**src/rtl/duv_arb_if.sv**
```systemverilog
// -----------------------------------------------------------------------------
// duv_arb_if
//   Bundles the requester-facing handshake, the duv mux drive and the
//   output tag of the round-robin arbiter.
//   master : requester / environment side (drives req/dat, observes the rest)
//   slave  : arbiter side (observes req/dat, drives grants, mux and tags)
//   Signals:
//     req0/req1        requests (level, held while owning)
//     dat0/dat1        requester data bits
//     gnt0/gnt1        ownership flags (registered)
//     mux_sel          duv.sel (registered)
//     mux_in0/mux_in1  duv.in0/duv.in1, data gated by the grant
//     out_vld/out_src  valid/source tag aligned with duv.out
//     gnt0_cnt/1_cnt   grant-entry counters (zero unless stats are built)
// -----------------------------------------------------------------------------
interface duv_arb_if #(
    parameter int unsigned CNT_W = 8
);
    logic             req0;
    logic             dat0;
    logic             req1;
    logic             dat1;
    logic             gnt0;
    logic             gnt1;
    logic             mux_sel;
    logic             mux_in0;
    logic             mux_in1;
    logic             out_vld;
    logic             out_src;
    logic [CNT_W-1:0] gnt0_cnt;
    logic [CNT_W-1:0] gnt1_cnt;

    modport master (
        output req0, dat0, req1, dat1,
        input  gnt0, gnt1, mux_sel, mux_in0, mux_in1,
        input  out_vld, out_src, gnt0_cnt, gnt1_cnt
    );

    modport slave (
        input  req0, dat0, req1, dat1,
        output gnt0, gnt1, mux_sel, mux_in0, mux_in1,
        output out_vld, out_src, gnt0_cnt, gnt1_cnt
    );
endinterface

```
**src/rtl/duv_arb.sv**
```systemverilog
// -----------------------------------------------------------------------------
// duv_arb
//   Two-requester round-robin arbiter owning the select of the registered
//   2:1 mux (duv). Ownership is bounded to MAX_BURST consecutive cycles while
//   the other requester waits; the output tag tracks duv's 1-cycle latency.
//   Ports:
//     clk     single clock, rising edge
//     nreset  synchronous reset, active-high (name kept from the legacy block)
//     bus     duv_arb_if.slave: req/dat in; gnt, mux drive, out tag, counters
//   Parameters:
//     MAX_BURST  max consecutive owned cycles while the other side waits (>=1)
//     CNT_W      width of the grant counters
//   Configuration:
//     MUX_ARB_STATS_EN  when defined, gnt0_cnt/gnt1_cnt count entries into
//                       OWN0/OWN1 (saturating); otherwise they are tied to 0.
// -----------------------------------------------------------------------------
module duv_arb #(
    parameter int unsigned MAX_BURST = 4,
    parameter int unsigned CNT_W     = 8
) (
    input  logic       clk,
    input  logic       nreset,
    duv_arb_if.slave   bus
);
    localparam int unsigned BURST_W = (MAX_BURST > 1) ? $clog2(MAX_BURST) : 1;
    localparam logic [BURST_W-1:0] BURST_LAST = BURST_W'(MAX_BURST - 1);

    // One-hot owner encoding so each grant is a flop bit directly.
    localparam logic [1:0] IDLE = 2'b00;
    localparam logic [1:0] OWN0 = 2'b01;
    localparam logic [1:0] OWN1 = 2'b10;

    logic [1:0]         state_q, state_d;
    logic [BURST_W-1:0] burst_q, burst_d;
    logic               last_q;
    logic               sel_q;
    logic               vld_q;
    logic               src_q;
    logic               own_req_c;
    logic               oth_req_c;
    logic [1:0]         oth_state_c;
    logic               enter_c;

    // Owner/other view of the requests for the current state.
    always_comb begin
        own_req_c   = 1'b0;
        oth_req_c   = 1'b0;
        oth_state_c = IDLE;
        if (state_q == OWN0) begin
            own_req_c   = bus.req0;
            oth_req_c   = bus.req1;
            oth_state_c = OWN1;
        end else if (state_q == OWN1) begin
            own_req_c   = bus.req1;
            oth_req_c   = bus.req0;
            oth_state_c = OWN0;
        end
    end

    // Next-state and burst tracking.
    always_comb begin
        state_d = state_q;
        burst_d = burst_q;
        case (state_q)
            IDLE: begin
                if (bus.req0 && bus.req1) begin
                    state_d = last_q ? OWN0 : OWN1;
                end else if (bus.req0) begin
                    state_d = OWN0;
                end else if (bus.req1) begin
                    state_d = OWN1;
                end
            end
            OWN0, OWN1: begin
                if (!own_req_c) begin
                    state_d = oth_req_c ? oth_state_c : IDLE;
                end else if (oth_req_c && (burst_q == BURST_LAST)) begin
                    state_d = oth_state_c;
                end
            end
            default: state_d = IDLE;
        endcase

        // Burst only advances while the other side is kept waiting.
        if ((state_d != state_q) || !oth_req_c) begin
            burst_d = '0;
        end else if (burst_q != BURST_LAST) begin
            burst_d = burst_q + BURST_W'(1);
        end
    end

    // State register.
    always_ff @(posedge clk) begin
        if (nreset) begin
            state_q <= IDLE;
            burst_q <= '0;
        end else begin
            state_q <= state_d;
            burst_q <= burst_d;
        end
    end

    assign enter_c = (state_d != state_q) && (state_d != IDLE);

    // Round-robin pointer, mux select and output tag aligned to duv's register.
    always_ff @(posedge clk) begin
        if (nreset) begin
            last_q <= 1'b1;
            sel_q  <= 1'b0;
            vld_q  <= 1'b0;
            src_q  <= 1'b0;
        end else begin
            if (enter_c) begin
                last_q <= state_d[1];
                sel_q  <= state_d[1];
            end
            vld_q <= |state_q;
            src_q <= sel_q;
        end
    end

    assign bus.gnt0    = state_q[0];
    assign bus.gnt1    = state_q[1];
    assign bus.mux_sel = sel_q;
    assign bus.mux_in0 = bus.dat0 & state_q[0];
    assign bus.mux_in1 = bus.dat1 & state_q[1];
    assign bus.out_vld = vld_q;
    assign bus.out_src = src_q;

`ifdef MUX_ARB_STATS_EN
    logic [CNT_W-1:0] cnt0_q;
    logic [CNT_W-1:0] cnt1_q;

    // Saturating counts of entries into each ownership state.
    always_ff @(posedge clk) begin
        if (nreset) begin
            cnt0_q <= '0;
            cnt1_q <= '0;
        end else begin
            if ((state_d == OWN0) && (state_q != OWN0) && (cnt0_q != {CNT_W{1'b1}})) begin
                cnt0_q <= cnt0_q + CNT_W'(1);
            end
            if ((state_d == OWN1) && (state_q != OWN1) && (cnt1_q != {CNT_W{1'b1}})) begin
                cnt1_q <= cnt1_q + CNT_W'(1);
            end
        end
    end

    assign bus.gnt0_cnt = cnt0_q;
    assign bus.gnt1_cnt = cnt1_q;
`else
    assign bus.gnt0_cnt = CNT_W'(0);
    assign bus.gnt1_cnt = CNT_W'(0);
`endif

endmodule

```
**src/flat_wrapper.sv**
```systemverilog
// flat-port wrapper written by rule: the top's interface ports become plain ports
module duv_arb_flat 
#(
    parameter int unsigned MAX_BURST = 4,
    parameter int unsigned CNT_W     = 8
)
  (clk, nreset, bus_req0, bus_dat0, bus_req1, bus_dat1, bus_gnt0, bus_gnt1, bus_mux_sel, bus_mux_in0, bus_mux_in1, bus_out_vld, bus_out_src, bus_gnt0_cnt, bus_gnt1_cnt);
  duv_arb_if #(.CNT_W(CNT_W)) bus_i ();
  input  logic clk;
  input  logic nreset;
  input wire logic [$bits(bus_i.req0)-1:0] bus_req0;
  input wire logic [$bits(bus_i.dat0)-1:0] bus_dat0;
  input wire logic [$bits(bus_i.req1)-1:0] bus_req1;
  input wire logic [$bits(bus_i.dat1)-1:0] bus_dat1;
  output wire logic [$bits(bus_i.gnt0)-1:0] bus_gnt0;
  output wire logic [$bits(bus_i.gnt1)-1:0] bus_gnt1;
  output wire logic [$bits(bus_i.mux_sel)-1:0] bus_mux_sel;
  output wire logic [$bits(bus_i.mux_in0)-1:0] bus_mux_in0;
  output wire logic [$bits(bus_i.mux_in1)-1:0] bus_mux_in1;
  output wire logic [$bits(bus_i.out_vld)-1:0] bus_out_vld;
  output wire logic [$bits(bus_i.out_src)-1:0] bus_out_src;
  output wire logic [$bits(bus_i.gnt0_cnt)-1:0] bus_gnt0_cnt;
  output wire logic [$bits(bus_i.gnt1_cnt)-1:0] bus_gnt1_cnt;
  assign bus_i.req0 = bus_req0;
  assign bus_i.dat0 = bus_dat0;
  assign bus_i.req1 = bus_req1;
  assign bus_i.dat1 = bus_dat1;
  assign bus_gnt0 = bus_i.gnt0;
  assign bus_gnt1 = bus_i.gnt1;
  assign bus_mux_sel = bus_i.mux_sel;
  assign bus_mux_in0 = bus_i.mux_in0;
  assign bus_mux_in1 = bus_i.mux_in1;
  assign bus_out_vld = bus_i.out_vld;
  assign bus_out_src = bus_i.out_src;
  assign bus_gnt0_cnt = bus_i.gnt0_cnt;
  assign bus_gnt1_cnt = bus_i.gnt1_cnt;
  duv_arb #(.MAX_BURST(MAX_BURST), .CNT_W(CNT_W)) u_core (.clk(clk), .nreset(nreset), .bus(bus_i));
endmodule
```
**config.mk**
```make
export PLATFORM = sky130hd
export DESIGN_NAME = duv_arb_flat
export DESIGN_NICKNAME = d
export VERILOG_FILES = /design/src/rtl/duv_arb_if.sv /design/src/rtl/duv_arb.sv /design/src/flat_wrapper.sv
export SDC_FILE = /design/constraint.sdc
export NUM_CORES = 1
export LEC_CHECK = 0
export CORE_MARGIN = 2
export CORE_UTILIZATION = 39
export CTS_CLUSTER_DIAMETER = 200
export DETAILED_ROUTE_END_ITERATION = 6
export PLACE_DENSITY_LB_ADDON = 0.15
export SLEW_MARGIN = 20
export SYNTH_ARGS = -nofsm -noshare
export SYNTH_HDL_FRONTEND = slang
export SYNTH_SLANG_ARGS = --single-unit
```
**constraint.sdc**
```tcl
create_clock -name clk -period 2.1 [get_ports clk]
set_input_delay 0.42 -clock clk [delete_from_list [all_inputs] [get_ports clk]]
set_output_delay 0.42 -clock clk [all_outputs]
set_load 0.005 [all_outputs]
```
==> metrics.yaml, run 1 <==
routing:
  top_layer: "met3"
  wl_met1_um: 663
  antenna_left: 0
  totalWireLength_mm: 1.46
  drtPass1Iterations: 2
  via_per_inst: 4.63
  met3_wirelength_um: 59
  drt_iter0_drc: 4
  routedWlPerCell_um: 10.8
  route.met2.wl_um: 737
  num_vias: 625
  drc: 0
sta:
  drv_slew: 0
  setup_viol: 0
  setup_slack_ns: 0.0905
  finalHoldViolCount: 0
  whs_ns: 0.505
  fmax_ghz: 0.498
  period_share: 0.957
  min_period_ns: 2.01
  fin_skew_ns: 0.00175
status:
  status: "finished, final reports clean"
yosys:
  avgSynthCellArea_um2: 8.86
  yosys.area.top_type: "dfxtp_1"
  muxShareOfSynthArea: 0.0449
  ys_ff_latch: 8
  yosys.area.top_type_share: 0.205
  synth_cell_types: 39
  netlist_instances: 88
  synth_fa_ha_area_frac: 0.0803
  synth-async-reset-ratio: 0
  yosys-top-cells-area: "dfxtp_1 (21%), buf_4 (18%), ha_1 (8.0%)"
  synthSimpleGateAreaFrac: 0.231
  synth_edf_count: 0
  synth-compound-area-share: 0.183
  ys_seq_area_frac: 0.205
  synth_top_family_by_area: "simple AND/OR/NAND/NOR gates"
  ys_warn_count: 0
  synth_area_um2: 779
  ys_top_cells_by_count: "buf_4 (19), dfxtp_1 (8), a21oi_1 (5), ha_1 (5), nand2_1 (4)"
  ys.flop_type: "dfxtp_1"
  yosysMostFrequentCell: "buf_4"
  synth-xor-area-share: 0.0337
layout:
  nNetsFinal: 121
  final_core_util: 0.510
  insertedDiodeCount: 0
  drive_gt1_frac: 0.269
  syn2layout_area_growth_pct: 25.7
clock_tree:
  root_buffer: "clkbuf_4"
  cts_setup_buffers: 0
  clk_pin_slew_ns: 0.05
  cts_buffers: 3
  htree_levels: 1
  cts_tree: "yes"
  clkSinkCount: 8
  clockBufferDepth: 2
  hold_buffers: 0
  clk_latency_ns: 0.25
worst_setup_path:
  startpoint: "bus_req1"
  cp_top_family: "compound AO/OA/AOI/OAI gates"
  path_buf_inv: 2
  crit_end: "u_core.last_q"
  cp-end-kind: "flip-flop"
  path_depth: 7
  cpPeakStageDelay_ns: 0.43
  arrival_ns: 2.18
  cp_slowest_cell: "o32a_4"
  critPathLaunchType: "primary input"
  cp.required_ns: 2.27
  reg2reg_depth: 6
  cp_max_fo: 8
  rr_startpoint: "u_core.state_q[0]"
  crit_type: "in -> reg"
  r2r-end: "u_core.last_q"
  worst-r2r-setup-slack_ns: 0.10
  crit_chain: "clkdlybuf4s50_1 -> buf_4 -> a21oi_1 -> a2111oi_4 -> o32a_4 -> mux2_4 -> nor3_1"
power_and_ir_drop:
  vdd_drop_max_mv: 0.565
  leakage_nw: 0.403
  power_w: 0.000718
  powerDensity_nw_per_um2: 733
global_routing:
  grt_pass1_vias: 527
  grt_max_degree: 11
  globalRouteTotalUtil: 0.121
  grt_pass1_wl_mm: 2.28
  antenna_found_initial: 0
  overflow: 0
floorplan:
  fp.dieH_um: 48.7
  rows: 16
  die_x_um: 48.7
  die_area_um2: 2370
  fp.coreArea_um2: 1920
  start_util: 0.406
  pin_count: 29
min_path:
  worstHoldStart: "u_core.bus.mux_sel"
  hold_path.class: "reg -> reg"
flow_run:
  drv_cap: 0
place:
  pre_cts_ws_ns: -0.238
  io_buffers: 12
  routabilityCongestion: 0.747
  hpwl_mm: 1.17
[registers in the layout (all words and copies together), names as in the netlist]
name / count
u_core.burst_q: 2
u_core.state_q: 2
u_core.bus.mux_sel: 1
u_core.bus.out_src: 1
u_core.bus.out_vld: 1
u_core.last_q: 1
[placed cells by master, fill, tap and decap left out, types with 2 or more instances in the layout]
cell type,netlist,final
clkbuf_4,0,3
inv_1,3,2
nor4_1,3,3
xnor2_1,2,2
nor3_1,3,3
and2_1,2,2
clkdlybuf4s50_1,0,12
dfxtp_1,8,6
buf_4,19,10
conb_1,1,16
or3_1,2,2
nand2_1,4,4
ha_1,5,3
mux2i_1,2,2
nor2b_1,2,2
nor2_1,2,2
a21oi_1,5,5
[power breakdown]
part | leakage [nW] | internal, W | switching [W]
clock network | 0.0138 | 0.0000651 | 0.0000473
logic | 0.323 | 0.000211 | 0.000184
registers | 0.0664 | 0.000181 | 0.0000292
total | 0.403 | 0.000457 | 0.000261
[logic make-up (layout without fill, tap and decap cells)]
kind of cell,Yosys count,count (layout)
and+or+nand+nor,29,29
buffers and inverters,24,29
xor gates and xnor gates,3,3
muxes,3,3
other,1,16
AOI/OAI and AO/OA,15,15
adders and majority gates,5,5
DFF,8,8
[how the worst min path moves through the flow]
stage / end / slack [ns] / cells past startpoint
floorplan: u_core.bus.out_src / 0.49 / 1
global placement: u_core.bus.out_src / 0.50 / 1
detailed placement: u_core.bus.out_src / 0.51 / 1
CTS: u_core.bus.out_src / 0.51 / 1
global route: u_core.bus.out_src / 0.53 / 1
finish: u_core.bus.out_src / 0.50 / 1
[routing by layer]
layer / vias to the layer above / global-route usage
met4: 0 / 0.0143
met5: - / 0
met3: 0 / 0.0556
met1: 292 / 0.152
li1: 320 / -
met2: 13 / 0.194
[timing repair]
action / 4_1_cts / 5_1_grt
endpoints found under the setup margin: 1 / 3
pin swaps: 0 / 1
gates resized for setup: 2 / 7
[final cells by class]
type                            instances  area, um^2
Fill cell                             214         942
Multi-Input combinational cell         71         546
Timing Repair Buffer                   22         195
Sequential cell                         8         165
Tap cell                               27        33.8
Clock buffer                            3        22.5
Inverter                                4        17.5
[stage by stage]
stage	setup TNS, ns	std cells	area (um^2)
after floorplan	0	103	842
after global placement	-0.594	132	917
after detailed placement	-0.690	132	917
after CTS	0	135	952
after global routing	-0.00222	135	980
final	0	135	980
No activity file was read; power rests on OpenSTA's default activity.
==> run 2, diff against run 1 <==
--- a/config.mk
+++ b/config.mk
@@ -10,7 +10,7 @@
 export CTS_CLUSTER_DIAMETER = 200
 export DETAILED_ROUTE_END_ITERATION = 6
 export PLACE_DENSITY_LB_ADDON = 0.15
-export SLEW_MARGIN = 20
+export SLEW_MARGIN = 0
 export SYNTH_ARGS = -nofsm -noshare
 export SYNTH_HDL_FRONTEND = slang
 export SYNTH_SLANG_ARGS = --single-unit
==> results of run 2 <==
Final layout, timing and power as in run 1 (identical DEF).
==> run 3, diff against run 2 <==
--- a/config.mk
+++ b/config.mk
@@ -9,6 +9,7 @@
 export CORE_UTILIZATION = 39
 export CTS_CLUSTER_DIAMETER = 200
 export DETAILED_ROUTE_END_ITERATION = 6
+export GPL_TIMING_DRIVEN = 0
 export PLACE_DENSITY_LB_ADDON = 0.15
 export SLEW_MARGIN = 0
 export SYNTH_ARGS = -nofsm -noshare
==> metrics.yaml, run 3 (same netlist as run 1, synthesis figures left out) <==
status:
  status: "finished, final reports clean"
clock_tree:
  htree_levels: 1  # unchanged
  clockBufferDepth: 2  # unchanged
  clkSinkCount: 8  # unchanged
  hold_buffers: 0  # unchanged
  cts_buffers: 3  # unchanged
  clk_pin_slew_ns: 0.06  # about the same
  clk_latency_ns: 0.25  # about the same
  root_buffer: "clkbuf_4"
  cts_tree: "yes"
global_routing:
  globalRouteTotalUtil: 0.138  # +0.0175
  overflow: 0  # unchanged
  grt_pass1_wl_mm: 2.57  # +13%
  antenna_found_initial: 0  # unchanged
  grt_max_degree: 11  # unchanged
  grt_pass1_vias: 571  # +8.3%
routing:
  totalWireLength_mm: 1.74  # +19%
  via_per_inst: 4.44  # -4.1%
  num_vias: 684  # +9.4%
  drc: 0  # unchanged
  drtPass1Iterations: 4  # +2
  antenna_left: 0  # unchanged
  drt_iter0_drc: 12  # +8
  routedWlPerCell_um: 11.3  # +4.7%
place:
  dp_cells: 140  # +6.1%
  io_buffers: 10  # -2
  placed_area_um2: 976  # +6.4%
  routabilityCongestion: 0.812  # +8.7%
worst_setup_path:
  arrival_ns: 2.23  # +0.05 ns
  crit_chain: "buf_6 -> inv_8 -> ha_4 -> a21oi_2 -> or3b_4 -> o32a_4 -> xnor2_1 -> nor4_2"
  crit_type: "reg -> reg"
  cp_max_fo: 6  # -2
  cp-end-kind: "flip-flop"
  cp_slowest_cell: "o32a_4"
  cpPeakStageDelay_ns: 0.44  # about the same
  critPathLaunchType: "flip-flop"
  reg2reg_depth: 8  # +2
  cp.required_ns: 2.26  # about the same
  rr_startpoint: "u_core.state_q[0]"
  r2r-end: "u_core.burst_q[1]"
  worst-r2r-setup-slack_ns: 0.03  # -0.07 ns
layout:
  nFillCells: 191  # -11%
  final_cell_area_um2: 1170  # +19%
  drive_gt1_frac: 0.433  # +0.165
  multi_input_area_um2: 576  # +5.5%
  syn2layout_area_growth_pct: 50.1
  largest_registers: "u_core.burst_q: 2 flops, u_core.state_q: 2 flops"
  layout_common_cells: "buf_4 (28), conb_1 (16), clkdlybuf4s50_1 (9), dfxtp_1 (6)"
  final_common_cell: "buf_4"
  fin_cells: 154  # +14%
  insertedDiodeCount: 0  # unchanged
  nNetsFinal: 140  # +16%
  seq_area_um2: 165  # unchanged
min_path:
  worstHoldStart: "nreset"
  hold_end: "u_core.state_q[1]"
  hold_path.class: "in -> reg"
  min_delay_path_depth: 2  # +1
sta:
  rsz0062_at_grt: "yes"
  drv_slew: 0  # unchanged
  fmax_ghz: 0.483  # -2.9%
  min_period_ns: 2.07  # +0.0610 ns
  period_share: 0.986  # +0.0290
  whs_ns: 0.410  # -0.0948 ns
  setup_viol: 0  # unchanged
  finalHoldViolCount: 0  # unchanged
  fin_skew_ns: 0.00682  # +0.00508 ns
power_and_ir_drop:
  powerDensity_nw_per_um2: 703  # -4.1%
  power_w: 0.000822  # +15%
  vdd_drop_max_mv: 0.417  # -26%
  leakage_nw: 0.525  # +30%
floorplan:
  die_x_um: 48.7  # unchanged
  fp.dieH_um: 48.7  # unchanged
  pin_count: 29  # unchanged
  die_area_um2: 2370  # unchanged
  rows: 16  # unchanged
  fp.coreArea_um2: 1920  # unchanged
  start_util: 0.406  # unchanged
flow_run:
  drv_cap: 0  # unchanged
==> run 3: cell types whose count changed in the layout (fill, tap and decap cells not counted), moves of 2 or more <==
cell,change
buf_4,+18
buf_6,+3
clkdlybuf4s50_1,-3
inv_8,+2
==> run 3: what timing repair did <==
item,in CTS,in global routing
setup endpoints to repair,4,4
buffers inserted,2,9
pin swaps,1,10
resized for setup,5,16
==> run 3: report_power, final <==
part	total [W]	internal, W	switching (W)
Clock	0.000116	0.0000653	0.0000505
Sequential	0.000211	0.000181	0.0000306
Combinational	0.000495	0.000279	0.000215
==> run 3: worst max-delay path by stage <==
stage | startpoint | end | slack [ns]
2_1_floorplan | u_core.state_q[0] | u_core.last_q | 0.02
3_3_place_gp | bus_req0 | u_core.last_q | -0.29
3_5_place_dp | bus_req0 | u_core.last_q | -0.33
4_1_cts | u_core.state_q[1] | u_core.last_q | 0.002
5_1_grt | u_core.state_q[1] | u_core.burst_q[0] | -0.04
6_report | u_core.state_q[0] | u_core.burst_q[1] | 0.03
==> run 3: worst max-delay path, delay by kind of cell, from the launching register on <==
| kind | cells | cell delay (ns) |
|---|---|---|
| AND/OR/NAND/NOR | 2 | 0.64 |
| adder cells (fa/ha/maj) | 1 | 0.16 |
| buffers and inverters | 2 | 0.19 |
| XOR/XNOR | 1 | 0.16 |
| flip-flops | 1 | 0.34 |
| AO/OA/AOI/OAI | 2 | 0.50 |
==> run 3: layout make-up <==
| cell class | count | share of cell area |
|---|---|---|
| Tap cell | 27 | 0.0289 |
| Clock buffer | 3 | 0.0193 |
| Buffer | 20 | 0.135 |
| Inverter | 4 | 0.0257 |
| Timing Repair Buffer | 21 | 0.158 |
| Sequential cell | 8 | 0.141 |
| Multi-Input combinational cell | 71 | 0.492 |
==> run 3: routing by layer <==
| layer | GRT usage | part of all wire | vias up |
|---|---|---|---|
| met1 | 0.162 | 0.40 | 308 |
| met3 | 0.0617 | 0.049 | 2 |
| met4 | 0.0524 | 0.0097 | 0 |
| met2 | 0.221 | 0.54 | 19 |
| met5 | 0 | 0 | - |
| li1 | - | - | 355 |
==> run 3: per-stage QoR <==
stage	utilization	TNS (ns)	setup slack, ns
after global placement	0.508	-0.898	-0.291
after floorplan	-	0	0.0202
after global routing	0.609	-0.100	-0.0379
after CTS	0.535	0	0.00212
final	0.609	0	0.0296
after detailed placement	0.508	-1.12	-0.329
